--- config.mk ---
export PLATFORM = sky130hd
export DESIGN_NAME = wb_master_arbiter
export DESIGN_NICKNAME = d
export VERILOG_FILES = /design/src/rtl/wb_master_arbiter.sv
export SDC_FILE = /design/constraint.sdc
export NUM_CORES = 1
export LEC_CHECK = 0
export CORE_AREA = 5 5 72 106
export DETAILED_ROUTE_END_ITERATION = 8
export DIE_AREA = 0 0 77 111
export PLACE_DENSITY = 0.8
export SLEW_MARGIN = 30
export SYNTH_ARGS = -nofsm -noshare
export SYNTH_HDL_FRONTEND = slang
export SYNTH_SLANG_ARGS = --single-unit
--- constraint.sdc ---
create_clock -name clk_i -period 2.6 [get_ports clk_i]
set_clock_uncertainty 0.05 [all_clocks]
set_input_delay 0.65 -clock clk_i [delete_from_list [all_inputs] [get_ports clk_i]]
set_output_delay 0.65 -clock clk_i [all_outputs]
set_load 0.02 [all_outputs]
--- src/rtl/wb_master_arbiter.sv ---
// Two-master round-robin Wishbone arbiter. A grant is held for a whole CYC.
// A bus cycle that stalls too long is ended with a one-cycle ERR to the granted master.
module wb_master_arbiter #(
  parameter int unsigned DW      = 16,
  parameter int unsigned AW      = 32,
  parameter int unsigned TIMEOUT = 255
) (
  input  logic            clk_i,
  input  logic            rst_i,
  input  logic [AW-1:0]   m0_adr_i,
  input  logic [DW-1:0]   m0_dat_i,
  input  logic [DW/8-1:0] m0_sel_i,
  input  logic            m0_we_i,
  input  logic            m0_cyc_i,
  input  logic            m0_stb_i,
  output logic [DW-1:0]   m0_dat_o,
  output logic            m0_ack_o,
  output logic            m0_err_o,
  input  logic [AW-1:0]   m1_adr_i,
  input  logic [DW-1:0]   m1_dat_i,
  input  logic [DW/8-1:0] m1_sel_i,
  input  logic            m1_we_i,
  input  logic            m1_cyc_i,
  input  logic            m1_stb_i,
  output logic [DW-1:0]   m1_dat_o,
  output logic            m1_ack_o,
  output logic            m1_err_o,
  output logic [AW-1:0]   s_adr_o,
  output logic [DW-1:0]   s_dat_o,
  output logic [DW/8-1:0] s_sel_o,
  output logic            s_we_o,
  output logic            s_cyc_o,
  output logic            s_stb_o,
  input  logic [DW-1:0]   s_dat_i,
  input  logic            s_ack_i,
  output logic [1:0]      gnt_o
);

  // State encoding doubles as the one-hot grant vector.
  localparam logic [1:0] IDLE = 2'b00;
  localparam logic [1:0] GNT0 = 2'b01;
  localparam logic [1:0] GNT1 = 2'b10;

  // Timer is 8 bits wide, so only the low byte of TIMEOUT is meaningful.
  localparam logic [7:0] TIMEOUT_VAL = 8'(TIMEOUT);

  logic [1:0] state_q, state_d;
  logic       last_q, last_d;
  logic [7:0] timer_q, timer_d;
  logic       err_q, err_d;
  logic [1:0] gnt;
  logic       granted_cyc;
  logic       stall;

  // Grant is suppressed while reset is asserted so the bus drops immediately.
  assign gnt   = rst_i ? IDLE : state_q;
  assign gnt_o = gnt;

  // Read data is broadcast; only ack/err are steered.
  assign m0_dat_o = s_dat_i;
  assign m1_dat_o = s_dat_i;

  // Ack is withheld in the err cycle so a late slave ack cannot complete the cycle.
  assign m0_ack_o = gnt[0] & s_ack_i & ~err_q;
  assign m1_ack_o = gnt[1] & s_ack_i & ~err_q;
  assign m0_err_o = gnt[0] & err_q;
  assign m1_err_o = gnt[1] & err_q;

  // Bus mux: forward the granted master; cyc/stb forced low during the err cycle.
  always_comb begin
    s_adr_o = '0;
    s_dat_o = '0;
    s_sel_o = '0;
    s_we_o  = 1'b0;
    s_cyc_o = 1'b0;
    s_stb_o = 1'b0;
    case (gnt)
      GNT0: begin
        s_adr_o = m0_adr_i;
        s_dat_o = m0_dat_i;
        s_sel_o = m0_sel_i;
        s_we_o  = m0_we_i;
        s_cyc_o = m0_cyc_i & ~err_q;
        s_stb_o = m0_stb_i & ~err_q;
      end
      GNT1: begin
        s_adr_o = m1_adr_i;
        s_dat_o = m1_dat_i;
        s_sel_o = m1_sel_i;
        s_we_o  = m1_we_i;
        s_cyc_o = m1_cyc_i & ~err_q;
        s_stb_o = m1_stb_i & ~err_q;
      end
      default: ;
    endcase
  end

  assign granted_cyc = (state_q == GNT1) ? m1_cyc_i : m0_cyc_i;
  assign stall       = s_cyc_o & s_stb_o & ~s_ack_i;

  // Arbitration, release and stall timeout. Timer counts completed stall cycles;
  // the TIMEOUT-th stall cycle arms err for the following cycle.
  always_comb begin
    state_d = state_q;
    last_d  = last_q;
    timer_d = '0;
    err_d   = 1'b0;
    case (state_q)
      IDLE: begin
        if (m0_cyc_i && m1_cyc_i) begin
          state_d = last_q ? GNT0 : GNT1;
        end else if (m0_cyc_i) begin
          state_d = GNT0;
        end else if (m1_cyc_i) begin
          state_d = GNT1;
        end
      end
      GNT0, GNT1: begin
        if (!granted_cyc) begin
          state_d = IDLE;
          last_d  = (state_q == GNT1);
        end else if (stall) begin
          if ((TIMEOUT_VAL != 8'd0) && (timer_q == TIMEOUT_VAL - 8'd1)) begin
            err_d = 1'b1;
          end else begin
            timer_d = timer_q + 8'd1;
          end
        end
      end
      default: state_d = IDLE;
    endcase
  end

  // State registers with synchronous reset; m0 wins the first tie.
  always_ff @(posedge clk_i) begin
    if (rst_i) begin
      state_q <= IDLE;
      last_q  <= 1'b1;
      timer_q <= '0;
      err_q   <= 1'b0;
    end else begin
      state_q <= state_d;
      last_q  <= last_d;
      timer_q <= timer_d;
      err_q   <= err_d;
    end
  end

endmodule

==> impl_metrics.ini, run 1 <==
[run_status]
status = finished clean

[timing]
hold_viol_final = 0
min_period_ps = 2540
tightest_slew_ps = 341
fmaxAchievable_mhz = 394
maxSlewHeadroom_pct = 77.2
setup_viol = 0
whs_ps = 476
fin_ws_ps = 60.6
rsz0062_at_grt = yes
finalCritPeriodShare_pct = 97.7
slew_viol_final = 0

[synth]
yosys-top-cells-area = a22oi_1, dfxtp_1, buf_4
syn-mean-instance-area_sq_um = 6.92
yosys.area_share.simple_pct = 27.2
synth_compound_area_share_pct = 26.0
synthFlopType = dfxtp_1
syn-cell-area_sq_um = 1590
synth.largest_area_cell = a22oi_1
async_reset_ff_share_pct = 0
yosysWarnings = 0
synth_edf_count = 0
syn-num-nets = 360
yosys.area.top_type_share_pct = 24.6
syn_inst = 229
synth_top_family_by_area = simple AND/OR/NAND/NOR gates
muxShareOfSynthArea_pct = 2.76
synth-seq-cells = 12
ys_seq_area_share_pct = 15.2
synthXorXnorAreaFrac_pct = 3.31
ys_types = 25
synth_fa_ha_area_share_pct = 4.74

[critical_path]
ff2ff_path_depth = 6
criticalPathCategory = input pin to primary output
r2r_end = state_q[0]
worstSetupEndpointType = primary output
cp.arrival_ps = 1840
startpoint_type = input pin
critPathMaxFanout = 4
startpoint = rst_i
reg2reg_from = state_q[1]
required_ps = 1900
critPathCapture = s_stb_o
rrSetupSlack_ps = 660

[global_routing]
grt_pass1_wl_microns = 12900
grt_pass1_vias = 2389
antenna_found_initial = 0
overflow = 0
grt_max_degree = 32
grt.total_usage_pct = 18.3

[min_path]
hold_class = flop to flop

[finish]
diodes = 0
fin_nets = 513
num-fill-cells = 642
final_common_cell = clkdlybuf4s50_1
area_delta_synth_final_pct = 117
layout_common_cells = clkdlybuf4s50_1, nor2_2, a22oi_1
fin_util_pct = 52.7
drive_above_1_share_pct = 41.2

[die]
start_util_pct = 24.3
io_pins = 216
rows = 36
die-area_sq_um = 8550
die_y_microns = 111
fp.dieW_microns = 77
core_sq_um = 6530

[clock_network]
clockRootBuffer = clkbuf_8
clockBufferDepth = 2
insertion_delay_ps = 240
cts_buffers = 3
cts.sink_count = 12
cts_tree = yes
postCtsHoldBufs = 0
htree_levels = 1
cts.clk_slew.worst_paths_ps = 60

[placement]
gp_congestion = 0.868
place_ws_ps = -807
io_buffers = 167
dp_hpwl_microns = 6870

[detailed_routing]
routed_wl_microns = 8610
detail-route-antenna-nets = 0
drt_iter0_markers = 93
drtPass1Iterations = 4
vias = 2215
drc = 0
routed_via_density = 4.85
routedWlPerCell_microns = 18.8

[power_and_ir_drop]
power_density_nw_per_um2 = 334
vdd_drop_max_mv = 0.434
power.leakage_uw = 0.00134

[job]
drv_cap = 0
==> cell type report <==
cell class	count	area [sq um]	area share [%]
Multi-Input combinational cell	161	1220	35.5
Inverter	6	22.5	0.654
Tap cell	76	95.1	2.76
Clock buffer	4	55.1	1.60
Sequential cell	12	240	6.98
Timing Repair Buffer	198	1810	52.5
==> critical path: stages <==
cell and delay, ps:
buf_4 130, buf_6 120, nor3b_4 250, buf_6 150, buf_4 100, mux2_4 300
buf_6 130
==> cell usage after synthesis (5+ instances only) <==
| master | instances |
|---|---|
| nand2b_1 | 5 |
| a22oi_1 | 52 |
| nand3_1 | 5 |
| xor2_1 | 5 |
| ha_1 | 6 |
| nor2_1 | 56 |
| clkbuf_1 | 18 |
| inv_1 | 6 |
| buf_4 | 32 |
| nor3_1 | 9 |
| dfxtp_1 | 12 |
==> through the flow <==
stage                     power [uW]  cell area, sq um  instances  TNS, ps
after global placement           873              3380        445   -36930
after CTS                       1130              3440        454    -30.0
final                           1150              3440        457        0
after floorplan                  598              1720        229     -359
after detailed placement         886              3380        445   -39070
after global routing            1220              3440        457    -13.3
==> where the power goes <==
part / switching [uW] / total [uW] / internal [uW]
registers: 8.85 / 204 / 195
logic: 341 / 742 / 401
clock network: 71.1 / 205 / 134
total: 421 / 1150 / 731
==> cells by family after synthesis <==
family / after synthesis
AO/OA/AOI/OAI: 56
AND/OR/NAND/NOR: 89
flip-flops: 12
multiplexers: 4
XOR/XNOR: 6
adder cells (fa/ha/maj): 6
buffers and inverters: 56
==> what timing repair did <==
item | in CTS | in global routing
gates cloned | 2 | 1
setup endpoints to repair | 59 | 42
pin swaps | 2 | 2
buffers inserted | 3 | 3
resized for setup | 154 | 44
==> sequential cells by signal (all words and copies together) (netlist names) <==
register and count:
timer_q 8, err_q 1, last_q 1, state_q 2
==> per-layer routing <==
| metal | up-vias | global-route usage, % | share of wire (%) |
|---|---|---|---|
| li1 | 1082 | - | - |
| met1 | 1001 | 17.2 | 33 |
| met2 | 106 | 32.9 | 50 |
| met3 | 26 | 10.7 | 13 |
| met4 | 0 | 5.39 | 3.3 |
| met5 | - | 0 | 0 |
==> worst min path at each step <==
| stage | start | depth (start not counted) | end | slack, ps |
|---|---|---|---|---|
| global placement | last_q | 2 | last_q | 450 |
| finish | last_q | 2 | last_q | 480 |
| detailed placement | last_q | 2 | last_q | 460 |
| CTS | last_q | 2 | last_q | 480 |
| global route | last_q | 2 | last_q | 510 |
| floorplan | last_q | 2 | last_q | 430 |
Power figures use the tool's default switching activity.
==> run 2, diff against run 1 <==
--- a/config.mk
+++ b/config.mk
@@ -5,9 +5,10 @@
 export SDC_FILE = /design/constraint.sdc
 export NUM_CORES = 1
 export LEC_CHECK = 0
-export CORE_AREA = 5 5 72 106
+export CORE_AREA = 3 3 70 104
 export DETAILED_ROUTE_END_ITERATION = 8
-export DIE_AREA = 0 0 77 111
+export DIE_AREA = 0 0 73 107
+export GPL_TIMING_DRIVEN = 0
 export PLACE_DENSITY = 0.8
 export SLEW_MARGIN = 30
 export SYNTH_ARGS = -nofsm -noshare
==> run 2 against run 1 <==
Net effect:
- core utilization up 8.4 points
- critical path depth unchanged
- hold slack better by 12 ps
- routed wire length down 1.0%
- global-route usage up 2.5 points
- die area down 8.6%
- final area up 16%
- setup slack worse by 35 ps
- via count up 8.7%
- register-to-register slack worse by 30 ps
- fmax down 1.4%
- critical path type unchanged
==> impl_metrics.ini, run 2 (synthesized netlist as in run 1, its figures left out) <==
[power_and_ir_drop]
vdd_drop_max_mv = 0.306
power_uw = 1230
power.leakage_uw = 0.00150
power_density_nw_per_um2 = 308

[critical_path]
path_cells = buf_4 > nand2b_4 > ha_4 > buf_4 > a22oi_1 > nor2_2 > clkdlybuf4s15_2
cp.arrival_ps = 1870
criticalPathCategory = input pin to primary output
critPathBufInv = 3
critPathMostFrequentCell = buf_4
max_stage_delay_ps = 260
worstSetupEndpointType = primary output
critPathMaxFanout = 10
path_delay_family = buffers and inverters
required_ps = 1900
cpMaxStageDelayCell = clkdlybuf4s15_2
startpoint_type = input pin

[clock_network]
htree_levels = 1
cts_tree = yes
clockRootBuffer = clkbuf_8
cts_buffers = 3
cts.clk_slew.worst_paths_ps = 50
cts.sink_count = 12
insertion_delay_ps = 250
clockBufferDepth = 2

[global_routing]
grt_pass1_vias = 2424
antenna_found_initial = 0
grt.total_usage_pct = 20.8
grt_pass1_wl_microns = 12700
grt_max_degree = 11
overflow = 0

[timing]
slew_viol_final = 0
min_period_ps = 2570
setup_viol = 0
hold_viol_final = 0
maxSlewHeadroom_pct = 75.1
rsz0062_at_grt = yes
whs_ps = 488
finalCritPeriodShare_pct = 99.0
fmaxAchievable_mhz = 388
fin_tns_setup_ps = 0
tightest_slew_ps = 373

[job]
drv_cap = 0

[detailed_routing]
drtPass1Iterations = 4
routed_via_density = 4.72
detail-route-antenna-nets = 0
routed_wl_microns = 8530
vias = 2407
drt_iter0_markers = 72
drc = 0
routedWlPerCell_microns = 16.7

[placement]
gp_congestion = 0.843
dp_hpwl_microns = 7130
io_buffers = 199
placed_area_sq_um = 3810

[finish]
largest-register = timer_q
drive_above_1_share_pct = 41.5
num-fill-cells = 598
finalInstanceArea_sq_um = 3990
largest_reg_flops = 8
area_delta_synth_final_pct = 152
final_common_cell = clkdlybuf4s50_1
layout_common_cells = clkdlybuf4s50_1, nor2_2, buf_4
fin_nets = 566
fin_util_pct = 61.1
diodes = 0
top_regs = timer_q (8), state_q (2)

[die]
core_sq_um = 6530
die-area_sq_um = 7810
start_util_pct = 24.3
fp.dieW_microns = 73
io_pins = 216
die_y_microns = 107
rows = 36

[run_status]
status = finished clean

[min_path]
hold_class = flop to flop
[run 2: cell types whose count changed in the layout (fill, tap and decap cells not counted), sizes merged]
cell / delta
dlygate4sd2: +1
buf: -3
clkdlybuf4s50: +33
dlymetal6s2s: -1
clkdlybuf4s15: +23
[run 2: worst register-to-register path, stage by stage, from the launching register on]
cell and delay (ps):
dfxtp_1 380, inv_1 140, nor2_4 160, inv_1 70
ha_1 220, mux2i_1 140, nor3_2 210, buf_4 150
nand4_4 130, nor3_1 240
[run 2: stage by stage]
step	setup WS (ps)	instances
finish	25.6	510
global route	-37.1	510
CTS	-17.3	509
detailed placement	-1470	504
global placement	-1470	504
floorplan	-7.71	229
[run 2: layout make-up]
type                            instances  area (sq um)  share of cell area (%)
Timing Repair Buffer                  203          1920                    48.2
Multi-Input combinational cell        161          1240                    31.1
Buffer                                 48           414                    10.4
Sequential cell                        12           240                    6.02
Tap cell                               76          95.1                    2.38
Clock buffer                            4          55.1                    1.38
Inverter                                6          22.5                   0.564
[run 2: final timing paths]
path	to	slack, ps	startpoint	depth (start not counted)
worst min-delay path	last_q	490	last_q	2
worst min register to register	last_q	490	last_q	2
worst max-delay path	s_adr_o[28]	30	rst_i	7
worst max register to register	timer_q[6]	630	state_q[0]	9
[run 2: power breakdown]
| part | leakage [uW] | internal (uW) | total (uW) | switching [uW] |
|---|---|---|---|---|
| clock | 0.0000288 | 134 | 208 | 73.7 |
| combinational | 0.00138 | 438 | 815 | 376 |
| sequential | 0.0000972 | 195 | 208 | 12.1 |
[run 2: repair_timing]
action                                  CTS  global route
pin swaps                                 3             3
endpoints found under the setup margin   68            35
gates cloned                              0             0
hold buffers                              0             0
buffers inserted                          3             1
resized for setup                       228            31
[run 2: metal layers]
layer | GRT usage (%) | vias up | part of all wire, %
li1 | - | 1185 | -
met1 | 22.0 | 1092 | 35
met2 | 38.7 | 121 | 54
met3 | 6.57 | 9 | 9.7
met4 | 4.49 | 0 | 1.5
met5 | 0 | - | 0
==> run 3, diff against run 2 <==
==> constraint.sdc (replaced) <==
create_clock -name clk_i -period 2.9 [get_ports clk_i]
set_clock_uncertainty 0.05 [all_clocks]
set_input_delay 0.725 -clock clk_i [delete_from_list [all_inputs] [get_ports clk_i]]
set_output_delay 0.725 -clock clk_i [all_outputs]
set_load 0.02 [all_outputs]
==> run 3 against run 2 <==
Net effect:
- non-clock buffer count is 1 higher
- routed wire length grew 2.0%
- sequential share of layout area up 0.23 points
- largest cell class unchanged
- power is 20% lower
- clock power decreased by 28%
- via count up 1.7%
- flip-flop and latch count is the same
- core utilization is 2.3 points lower
- highest routed layer unchanged
- combinational power shrank 21%
- critical path depth unchanged
- register-to-register slack gained 280 ps
- final cell count unchanged
==> impl_metrics.ini, run 3 (synthesized netlist as in run 1, its figures left out) <==
[run_status]
status = finished clean

[job]
drv_cap = 0

[finish]
top_regs = timer_q (8), state_q (2)
layout_common_cells = clkdlybuf4s50_1, nor2_1, a22oi_1
ff_latch_area_sq_um = 240
fin_nets = 567
final_cells = 510
finalInstanceArea_sq_um = 3840
drive_above_1_share_pct = 25.6
diodes = 0
fin_util_pct = 58.9
num-fill-cells = 613
area_delta_synth_final_pct = 142
largest-register = timer_q
largest_reg_flops = 8
final_common_cell = clkdlybuf4s50_1
multi_input_area_sq_um = 1060

[power_and_ir_drop]
sw_frac_of_total_pct = 36.5
power_uw = 978
power.leakage_uw = 0.00144
p_comb_share_pct = 65.6
power_density_nw_per_um2 = 254
clkPwrFrac_pct = 15.3
power_frac_seq_pct = 19.1
switching_power_uw = 357
vdd_drop_max_mv = 0.276
internal-power_uw = 621

[detailed_routing]
routed_wl_microns = 8700
detail-route-antenna-nets = 0
drc = 0
drt_iter0_markers = 84
routed_via_density = 4.80
routedWlPerCell_microns = 17.1
drtPass1Iterations = 4
vias = 2449

[global_routing]
antenna_found_initial = 0
grt_pass1_vias = 2330
grt_max_degree = 11
overflow = 0
grt_pass1_wl_microns = 12600
grt.total_usage_pct = 20.7

[clock_network]
cts.clk_slew.worst_paths_ps = 50
insertion_delay_ps = 240
clockRootBuffer = clkbuf_8
htree_levels = 1
clockBufferDepth = 2
cts_buffers = 3
cts.sink_count = 12
cts_tree = yes

[critical_path]
required_ps = 2120
criticalPathCategory = input pin to primary output
path_cells = clkbuf_4 > nand2b_4 > ha_4 > buf_4 > clkbuf_4 > nor2_1 > clkdlybuf4s15_2
critPathMostFrequentCell = clkbuf_4
critPathMaxFanout = 10
cp.arrival_ps = 2050
max_stage_delay_ps = 280
cpMaxStageDelayCell = clkdlybuf4s15_2
worstSetupEndpointType = primary output
startpoint_type = input pin

[placement]
dp_hpwl_microns = 7460
gp_congestion = 0.948
dp_cells = 504
placed_area_sq_um = 3680
io_buffers = 199

[timing]
hold_viol_final = 0
fmaxAchievable_mhz = 354
tightest_slew_ps = 362
rsz0062_at_grt = no
slew_viol_final = 0
setup_viol = 0
finalCritPeriodShare_pct = 97.4
min_period_ps = 2820
maxSlewHeadroom_pct = 75.8
fin_tns_setup_ps = 0

[die]
io_pins = 216
die_y_microns = 107
start_util_pct = 24.3
die-area_sq_um = 7810
fp.dieW_microns = 73
core_sq_um = 6530
rows = 36

[min_path]
hold_class = flop to flop
## run 3: cell type report
| class | count | share of cell area [%] |
|---|---|---|
| inverters | 6 | 0.586 |
| multi-input cells | 161 | 27.6 |
| repair buffers | 204 | 53.0 |
| clock buffers | 3 | 1.07 |
| well taps | 76 | 2.47 |
| flip-flops and latches | 12 | 6.25 |
| plain buffers | 48 | 9.08 |
## run 3: repair_timing
item                       CTS  global route
pin swaps                    3             2
resized for setup          192             5
setup endpoints to repair   59            12
buffers inserted             4             1
hold buffers                 0             0
## run 3: routing by layer
metal | track usage (%) | up-vias | routed length, microns
li1 | - | 1194 | -
met1 | 22.1 | 1094 | 3020
met2 | 34.7 | 154 | 4170
met3 | 13.0 | 7 | 1440
met4 | 2.90 | 0 | 79
met5 | 0 | - | 0
## run 3: worst paths after layout
check	slack (ps)	cells after the start	to	start
max	80	7	s_adr_o[14]	rst_i
min	500	2	last_q	last_q
max reg2reg	910	9	timer_q[7]	state_q[0]
min reg2reg	500	2	last_q	last_q
## run 3: through the flow
step	setup slack, ps	hold slack [ps]
2_1_floorplan	69.8	429
3_3_place_gp	-1380	449
3_5_place_dp	-1340	472
4_1_cts	14.2	491
5_1_grt	4.11	531
6_report	76.7	497
## run 3: power groups by stage
stage | Clock (uW) | Combinational (uW) | Sequential (uW)
after floorplan | 0 | 305 | 186
after global placement | 0 | 603 | 187
after detailed placement | 0 | 610 | 188
after CTS | 153 | 647 | 186
after global routing | 158 | 688 | 187
final | 149 | 642 | 187
## run 3: critical path, delay by kind of cell
kind	cells	cell delay (ps)
buffers and inverters	4	760
adder cells (fa/ha/maj)	1	270
AND/OR/NAND/NOR	2	290
